[src/rtl/kf_step_seq_if.sv]
// kf_step_seq_if: measurement handshake, stage start/done pulses and state buses
// between the Kalman step sequencer and its neighbours.
`ifndef FXP_N
`define FXP_N 16
`endif
interface kf_step_seq_if #(
    parameter int N     = `FXP_N,
    parameter int CNT_W = 16
);
    logic             meas_valid;
    logic             meas_ready;
    logic [N-1:0]     x00_now;
    logic [N-1:0]     x01_now;
    logic [N-1:0]     x00_prev;
    logic [N-1:0]     x01_prev;
    logic             q_start;
    logic             pred_start;
    logic             upd_start;
    logic             q_done;
    logic             pred_done;
    logic             upd_done;
    logic             busy;
    logic             step_done;
    logic             err_tmo;
    logic [CNT_W-1:0] step_cnt;

    modport slave (
        input  meas_valid, x00_now, x01_now, q_done, pred_done, upd_done,
        output meas_ready, x00_prev, x01_prev, q_start, pred_start, upd_start,
               busy, step_done, err_tmo, step_cnt
    );

    modport master (
        output meas_valid, x00_now, x01_now, q_done, pred_done, upd_done,
        input  meas_ready, x00_prev, x01_prev, q_start, pred_start, upd_start,
               busy, step_done, err_tmo, step_cnt
    );
endinterface

[src/rtl/kf_step_seq.sv]
// kf_step_seq: runs the Q, predict and update stages of one Kalman step in order and
// commits the previous-step state. Define KF_SEQ_TIMEOUT_EN to enable the stage watchdog.
`ifndef FXP_N
`define FXP_N 16
`endif
module kf_step_seq #(
    parameter int N     = `FXP_N,
    parameter int CNT_W = 16
`ifdef KF_SEQ_TIMEOUT_EN
    ,
    parameter int TMO_CYC = 64
`endif
) (
    input logic          clk,
    input logic          rst_n,
    kf_step_seq_if.slave bus
);
    localparam logic [2:0] S_IDLE   = 3'd0;
    localparam logic [2:0] S_WAIT_Q = 3'd1;
    localparam logic [2:0] S_WAIT_P = 3'd2;
    localparam logic [2:0] S_WAIT_U = 3'd3;
    localparam logic [2:0] S_COMMIT = 3'd4;

    logic [2:0]       state_q, state_d;
    logic             q_start_q, q_start_d;
    logic             pred_start_q, pred_start_d;
    logic             upd_start_q, upd_start_d;
    logic             step_done_q, step_done_d;
    logic [N-1:0]     snap0_q, snap0_d, snap1_q, snap1_d;
    logic [N-1:0]     prev0_q, prev0_d, prev1_q, prev1_d;
    logic [CNT_W-1:0] cnt_q, cnt_d;

`ifdef KF_SEQ_TIMEOUT_EN
    localparam int TW = $clog2(TMO_CYC + 1);
    logic [TW-1:0] wait_q, wait_d;
    logic          err_tmo_q, err_tmo_d;
`endif

    always_comb begin
        state_d      = state_q;
        q_start_d    = 1'b0;
        pred_start_d = 1'b0;
        upd_start_d  = 1'b0;
        step_done_d  = 1'b0;
        snap0_d      = snap0_q;
        snap1_d      = snap1_q;
        prev0_d      = prev0_q;
        prev1_d      = prev1_q;
        cnt_d        = cnt_q;
        case (state_q)
            S_IDLE: if (bus.meas_valid) begin
                snap0_d   = bus.x00_now;
                snap1_d   = bus.x01_now;
                q_start_d = 1'b1;
                state_d   = S_WAIT_Q;
            end
            S_WAIT_Q: if (bus.q_done) begin
                pred_start_d = 1'b1;
                state_d      = S_WAIT_P;
            end
            S_WAIT_P: if (bus.pred_done) begin
                upd_start_d = 1'b1;
                state_d     = S_WAIT_U;
            end
            S_WAIT_U: if (bus.upd_done) begin
                state_d = S_COMMIT;
            end
            S_COMMIT: begin
                // First COMMIT cycle writes the state; the second carries step_done, so
                // meas_ready only reappears the cycle after the pulse.
                if (!step_done_q) begin
                    prev0_d     = snap0_q;
                    prev1_d     = snap1_q;
                    cnt_d       = cnt_q + 1'b1;
                    step_done_d = 1'b1;
                end else begin
                    state_d = S_IDLE;
                end
            end
            default: state_d = S_IDLE;
        endcase
`ifdef KF_SEQ_TIMEOUT_EN
        err_tmo_d = 1'b0;
        if ((state_q == S_WAIT_Q || state_q == S_WAIT_P || state_q == S_WAIT_U) &&
            state_d == state_q && wait_q == TW'(TMO_CYC - 1)) begin
            state_d   = S_IDLE;
            err_tmo_d = 1'b1;
        end
        // Any state change restarts the count, so every WAIT entry begins at zero.
        wait_d = (state_d != state_q) ? '0 : wait_q + 1'b1;
`endif
    end

    always_ff @(posedge clk or negedge rst_n) begin
        if (!rst_n) begin
            state_q      <= S_IDLE;
            q_start_q    <= 1'b0;
            pred_start_q <= 1'b0;
            upd_start_q  <= 1'b0;
            step_done_q  <= 1'b0;
            snap0_q      <= '0;
            snap1_q      <= '0;
            prev0_q      <= '0;
            prev1_q      <= '0;
            cnt_q        <= '0;
`ifdef KF_SEQ_TIMEOUT_EN
            wait_q       <= '0;
            err_tmo_q    <= 1'b0;
`endif
        end else begin
            state_q      <= state_d;
            q_start_q    <= q_start_d;
            pred_start_q <= pred_start_d;
            upd_start_q  <= upd_start_d;
            step_done_q  <= step_done_d;
            snap0_q      <= snap0_d;
            snap1_q      <= snap1_d;
            prev0_q      <= prev0_d;
            prev1_q      <= prev1_d;
            cnt_q        <= cnt_d;
`ifdef KF_SEQ_TIMEOUT_EN
            wait_q       <= wait_d;
            err_tmo_q    <= err_tmo_d;
`endif
        end
    end

    assign bus.meas_ready = (state_q == S_IDLE);
    assign bus.busy       = (state_q != S_IDLE);
    assign bus.q_start    = q_start_q;
    assign bus.pred_start = pred_start_q;
    assign bus.upd_start  = upd_start_q;
    assign bus.step_done  = step_done_q;
    assign bus.x00_prev   = prev0_q;
    assign bus.x01_prev   = prev1_q;
    assign bus.step_cnt   = cnt_q;
`ifdef KF_SEQ_TIMEOUT_EN
    assign bus.err_tmo    = err_tmo_q;
`else
    assign bus.err_tmo    = 1'b0;
`endif
endmodule
[src/flat_wrapper.sv]
// flat-port wrapper written by rule: the top's interface ports become plain ports
module kf_step_seq_flat 
#(
    parameter int N     = `FXP_N,
    parameter int CNT_W = 16

)
  (clk, rst_n, bus_meas_valid, bus_x00_now, bus_x01_now, bus_q_done, bus_pred_done, bus_upd_done, bus_meas_ready, bus_x00_prev, bus_x01_prev, bus_q_start, bus_pred_start, bus_upd_start, bus_busy, bus_step_done, bus_err_tmo, bus_step_cnt);
  kf_step_seq_if #(.N(N), .CNT_W(CNT_W)) bus_i ();
  input logic clk;
  input logic rst_n;
  input wire logic [$bits(bus_i.meas_valid)-1:0] bus_meas_valid;
  input wire logic [$bits(bus_i.x00_now)-1:0] bus_x00_now;
  input wire logic [$bits(bus_i.x01_now)-1:0] bus_x01_now;
  input wire logic [$bits(bus_i.q_done)-1:0] bus_q_done;
  input wire logic [$bits(bus_i.pred_done)-1:0] bus_pred_done;
  input wire logic [$bits(bus_i.upd_done)-1:0] bus_upd_done;
  output wire logic [$bits(bus_i.meas_ready)-1:0] bus_meas_ready;
  output wire logic [$bits(bus_i.x00_prev)-1:0] bus_x00_prev;
  output wire logic [$bits(bus_i.x01_prev)-1:0] bus_x01_prev;
  output wire logic [$bits(bus_i.q_start)-1:0] bus_q_start;
  output wire logic [$bits(bus_i.pred_start)-1:0] bus_pred_start;
  output wire logic [$bits(bus_i.upd_start)-1:0] bus_upd_start;
  output wire logic [$bits(bus_i.busy)-1:0] bus_busy;
  output wire logic [$bits(bus_i.step_done)-1:0] bus_step_done;
  output wire logic [$bits(bus_i.err_tmo)-1:0] bus_err_tmo;
  output wire logic [$bits(bus_i.step_cnt)-1:0] bus_step_cnt;
  assign bus_i.meas_valid = bus_meas_valid;
  assign bus_i.x00_now = bus_x00_now;
  assign bus_i.x01_now = bus_x01_now;
  assign bus_i.q_done = bus_q_done;
  assign bus_i.pred_done = bus_pred_done;
  assign bus_i.upd_done = bus_upd_done;
  assign bus_meas_ready = bus_i.meas_ready;
  assign bus_x00_prev = bus_i.x00_prev;
  assign bus_x01_prev = bus_i.x01_prev;
  assign bus_q_start = bus_i.q_start;
  assign bus_pred_start = bus_i.pred_start;
  assign bus_upd_start = bus_i.upd_start;
  assign bus_busy = bus_i.busy;
  assign bus_step_done = bus_i.step_done;
  assign bus_err_tmo = bus_i.err_tmo;
  assign bus_step_cnt = bus_i.step_cnt;
  kf_step_seq #(.N(N), .CNT_W(CNT_W)) u_core (.clk(clk), .rst_n(rst_n), .bus(bus_i));
endmodule
[config.mk]
export PLATFORM = sky130hd
export DESIGN_NAME = kf_step_seq_flat
export DESIGN_NICKNAME = d
export VERILOG_FILES = /design/src/rtl/kf_step_seq_if.sv /design/src/rtl/kf_step_seq.sv /design/src/flat_wrapper.sv
export SDC_FILE = /design/constraint.sdc
export NUM_CORES = 1
export LEC_CHECK = 0
export ABC_AREA = 1
export ABC_CLOCK_PERIOD_IN_PS = 1300
export CAP_MARGIN = 20
export CORE_ASPECT_RATIO = 1.25
export CORE_MARGIN = 2
export CORE_UTILIZATION = 45
export DETAILED_ROUTE_END_ITERATION = 16
export GPL_ROUTABILITY_DRIVEN = 0
export PLACE_DENSITY = 0.79
export SYNTH_ARGS = -nofsm -noshare
export SYNTH_HDL_FRONTEND = slang
export SYNTH_SLANG_ARGS = --single-unit
[constraint.sdc]
create_clock -name clk -period 1.3 [get_ports clk]
set_input_delay 0.195 -clock clk [delete_from_list [all_inputs] [get_ports clk]]
set_output_delay 0.195 -clock clk [all_outputs]
set_load 0.02 [all_outputs]
==> flow_summary.yaml <==
placed_design:
  io_buffers: 91
  dp_slack_ns: -0.2059
  place_area_um2: 4751
  dpl.hpwl_um: 5496
  placedCellCount: 596
yosys:
  synthMuxAreaShare: 0
  synth.yosys.seq_area_share: 0.5998
  ys_warn_count: 0
  synth_compound_area_frac: 0.08135
  ys_seq_elements: 87
  synthSimpleGateAreaFrac: 0.2085
  synthCells: 405
  yosysUniqueCellTypes: 25
  synth_nets: 444
  avgSynthCellArea_um2: 8.962
  synth_top_family_by_area: "simple AND/OR/NAND/NOR gates"
  netlist_area_um2: 3630
  synth_xor_area_frac: 0.01930
  synth_fa_ha_area_frac: 0.003447
grt:
  grt_usage: 0.1916
  grt_pass1_vias: 3038
  grt_first_pass_wirelength_um: 13700
  antenna_found_initial: 0
  grt_overflow: 0
  grt_max_degree: 88
cts:
  htree_num_levels: 3
  cts.path.max_buffers: 2
  clockRootBuffer: "clkbuf_8"
  cts_tree: "yes"
  clkTransAtPathRegs_ns: 0.09
  cts_sinks: 87
  insertion_delay_ns: 0.35
  cts_buffers: 9
cells_and_area:
  fin_cells: 628
  drive_gt1_frac: 0.1857
  utilization: 0.6670
  synthToLayoutAreaGrowth_pct: 43.19
  diodes: 0
  fin_nets: 567
  final_cell_area_um2: 5197
timing:
  setup_violations: 6
  hold_viol: 0
  slew_violations: 0
  fin_setup_tns_ns: -0.1322
  rsz0062_at_grt: "yes"
  fmax_ghz: 0.7438
  finClkSkew_ns: 0.008979
  timing.final.crit_share: 1.034
  finalCriticalPeriod_ns: 1.345
  layout_setup_ws_ns: -0.04451
setup_path:
  critPathKind: "reg2out"
  start_kind: "flip-flop"
  critPathArrivalTime_ns: 1.15
  cp-end-kind: "output port"
  path_max_fanout: 3
  crit_required_ns: 1.11
route:
  vias: 3106
  ant_nets: 0
  drc: 0
  drtIter0Drc: 196
  firstDrtPassIters: 4
  routed_wl_um: 8577
  avgRoutedWirePerCell_um: 13.66
  routed_via_density: 4.946
run_status:
  violations: "negative setup slack"
  status: "complete, but fails checks"
die:
  initial_utilization: 0.4658
  die_w_um: 84.33
  dieArea_um2: 8805
  die_h_um: 104.4
  row_count: 36
  core_area_um2: 7792
  io_pins: 93
hold_path:
  worstHoldPathType: "in2reg"
pwr:
  p_leak_nw: 2.579
  max-vdd-ir-drop_v: 0.001347
  p_per_area_nw_per_um2: 2042
run:
  maxCapViolations: 0
-- where the power goes --
group	internal [mW]	switching (mW)	leakage [nW]
clock	0.942	0.921	0.0936
combinational	1.94	2.48	1.39
sequential	3.77	0.554	1.10
-- registers in the layout (all words and copies together), names as in the netlist --
name and count:
u_core.bus.pred_start 1, u_core.bus.step_cnt 16, u_core.snap1_q 16, u_core.bus.upd_start 1
u_core.bus.q_start 1, u_core.bus.x00_prev 16, u_core.state_q 3, u_core.bus.x01_prev 16
u_core.bus.step_done 1, u_core.snap0_q 16
-- final timing paths --
check | startpoint | endpoint | slack, ns | cells past startpoint
setup / recovery | u_core.state_q[1] | bus_busy | -0.04 | 5
hold / removal | bus_x00_now[1] | u_core.snap0_q[1] | 0.38 | 3
setup reg to reg | u_core.state_q[0] | u_core.bus.step_cnt[15] | -0.02 | 8
hold reg to reg | u_core.bus.x00_prev[0] | u_core.bus.x00_prev[0] | 0.48 | 2
max in group asynchronous | rst_n | u_core.bus.upd_start | 0.51 | 3
min in group asynchronous | rst_n | u_core.bus.pred_start | 0.40 | 3
-- per-stage QoR --
step,power (mW),hold WS [ns]
detailed placement,8.520,0.2696
global placement,8.358,0.2633
global route,11.37,0.3734
finish,10.61,0.3781
floorplan,6.575,-0.1006
CTS,10.23,0.3660
-- critical path: stages, from the launching register on --
cell and delay [ns]:
dfrtp_1 0.40, inv_2 0.08, nand2_4 0.06, nor2_4 0.10
inv_2 0.04, buf_6 0.12
-- metal layers --
layer	track usage	up-vias	wire (µm)
met3	0.06032	11	645
met1	0.2379	1490	3503
met2	0.3197	111	4314
met4	0.05896	0	114
li1	-	1494	-
met5	0	-	0
-- kinds of logic after synthesis --
| family | count (synthesis) |
|---|---|
| AO/OA/AOI/OAI | 57 |
| XOR/XNOR | 8 |
| adder cells (fa/ha/maj) | 1 |
| buffers and inverters | 67 |
| flip-flops | 87 |
| other | 1 |
| AND/OR/NAND/NOR | 184 |
-- timing repair --
item | in CTS | in global routing
buffers inserted | 7 | 2
resized for setup | 103 | 43
endpoints found under the setup margin | 91 | 105
pin swaps | 4 | 2
cloned | 0 | 6
hold buffers | 1 | 0
endpoints found under the hold margin | 87 | 0
-- cell usage in the layout (no fill, tap or decap), types with 7 or more instances in the layout --
cell type	instances
nand2_1	132
dfrtp_1	81
inv_1	47
o21ai_0	46
clkdlybuf4s50_1	36
buf_4	24
dlygate4sd2_1	23
clkdlybuf4s15_1	16
nor2_1	14
nand3_1	10
clkbuf_8	10
nor2_4	7
o21ai_1	7
-- cell usage after synthesis (all sizes together) --
| master | n | area, µm² |
|---|---|---|
| ha | 1 | 12.51 |
| buf | 13 | 106.4 |
| nand3 | 13 | 65.06 |
| o21ai | 56 | 287.8 |
| o21a | 1 | 7.510 |
| xnor2 | 4 | 35.03 |
| dfrtp | 87 | 2177 |
| clkbuf | 2 | 7.510 |
| nor2 | 26 | 115.1 |
| conb | 1 | 3.750 |
| nand3b | 2 | 15.01 |
| nand4 | 6 | 37.54 |
| inv | 52 | 200.2 |
| xor2 | 4 | 35.03 |
| nand2 | 137 | 524.3 |
-- cell type report --
cell class                 count  area, µm²
inverter                      52      207.7
clock inverter                 3      42.54
clock buffer                  13      148.9
multi-input combinational    251       1225
fill                         650       2595
timing repair buffer         127       1270
tap                           95      118.9
sequential                    87       2185
Power figures use the tool's default switching activity.
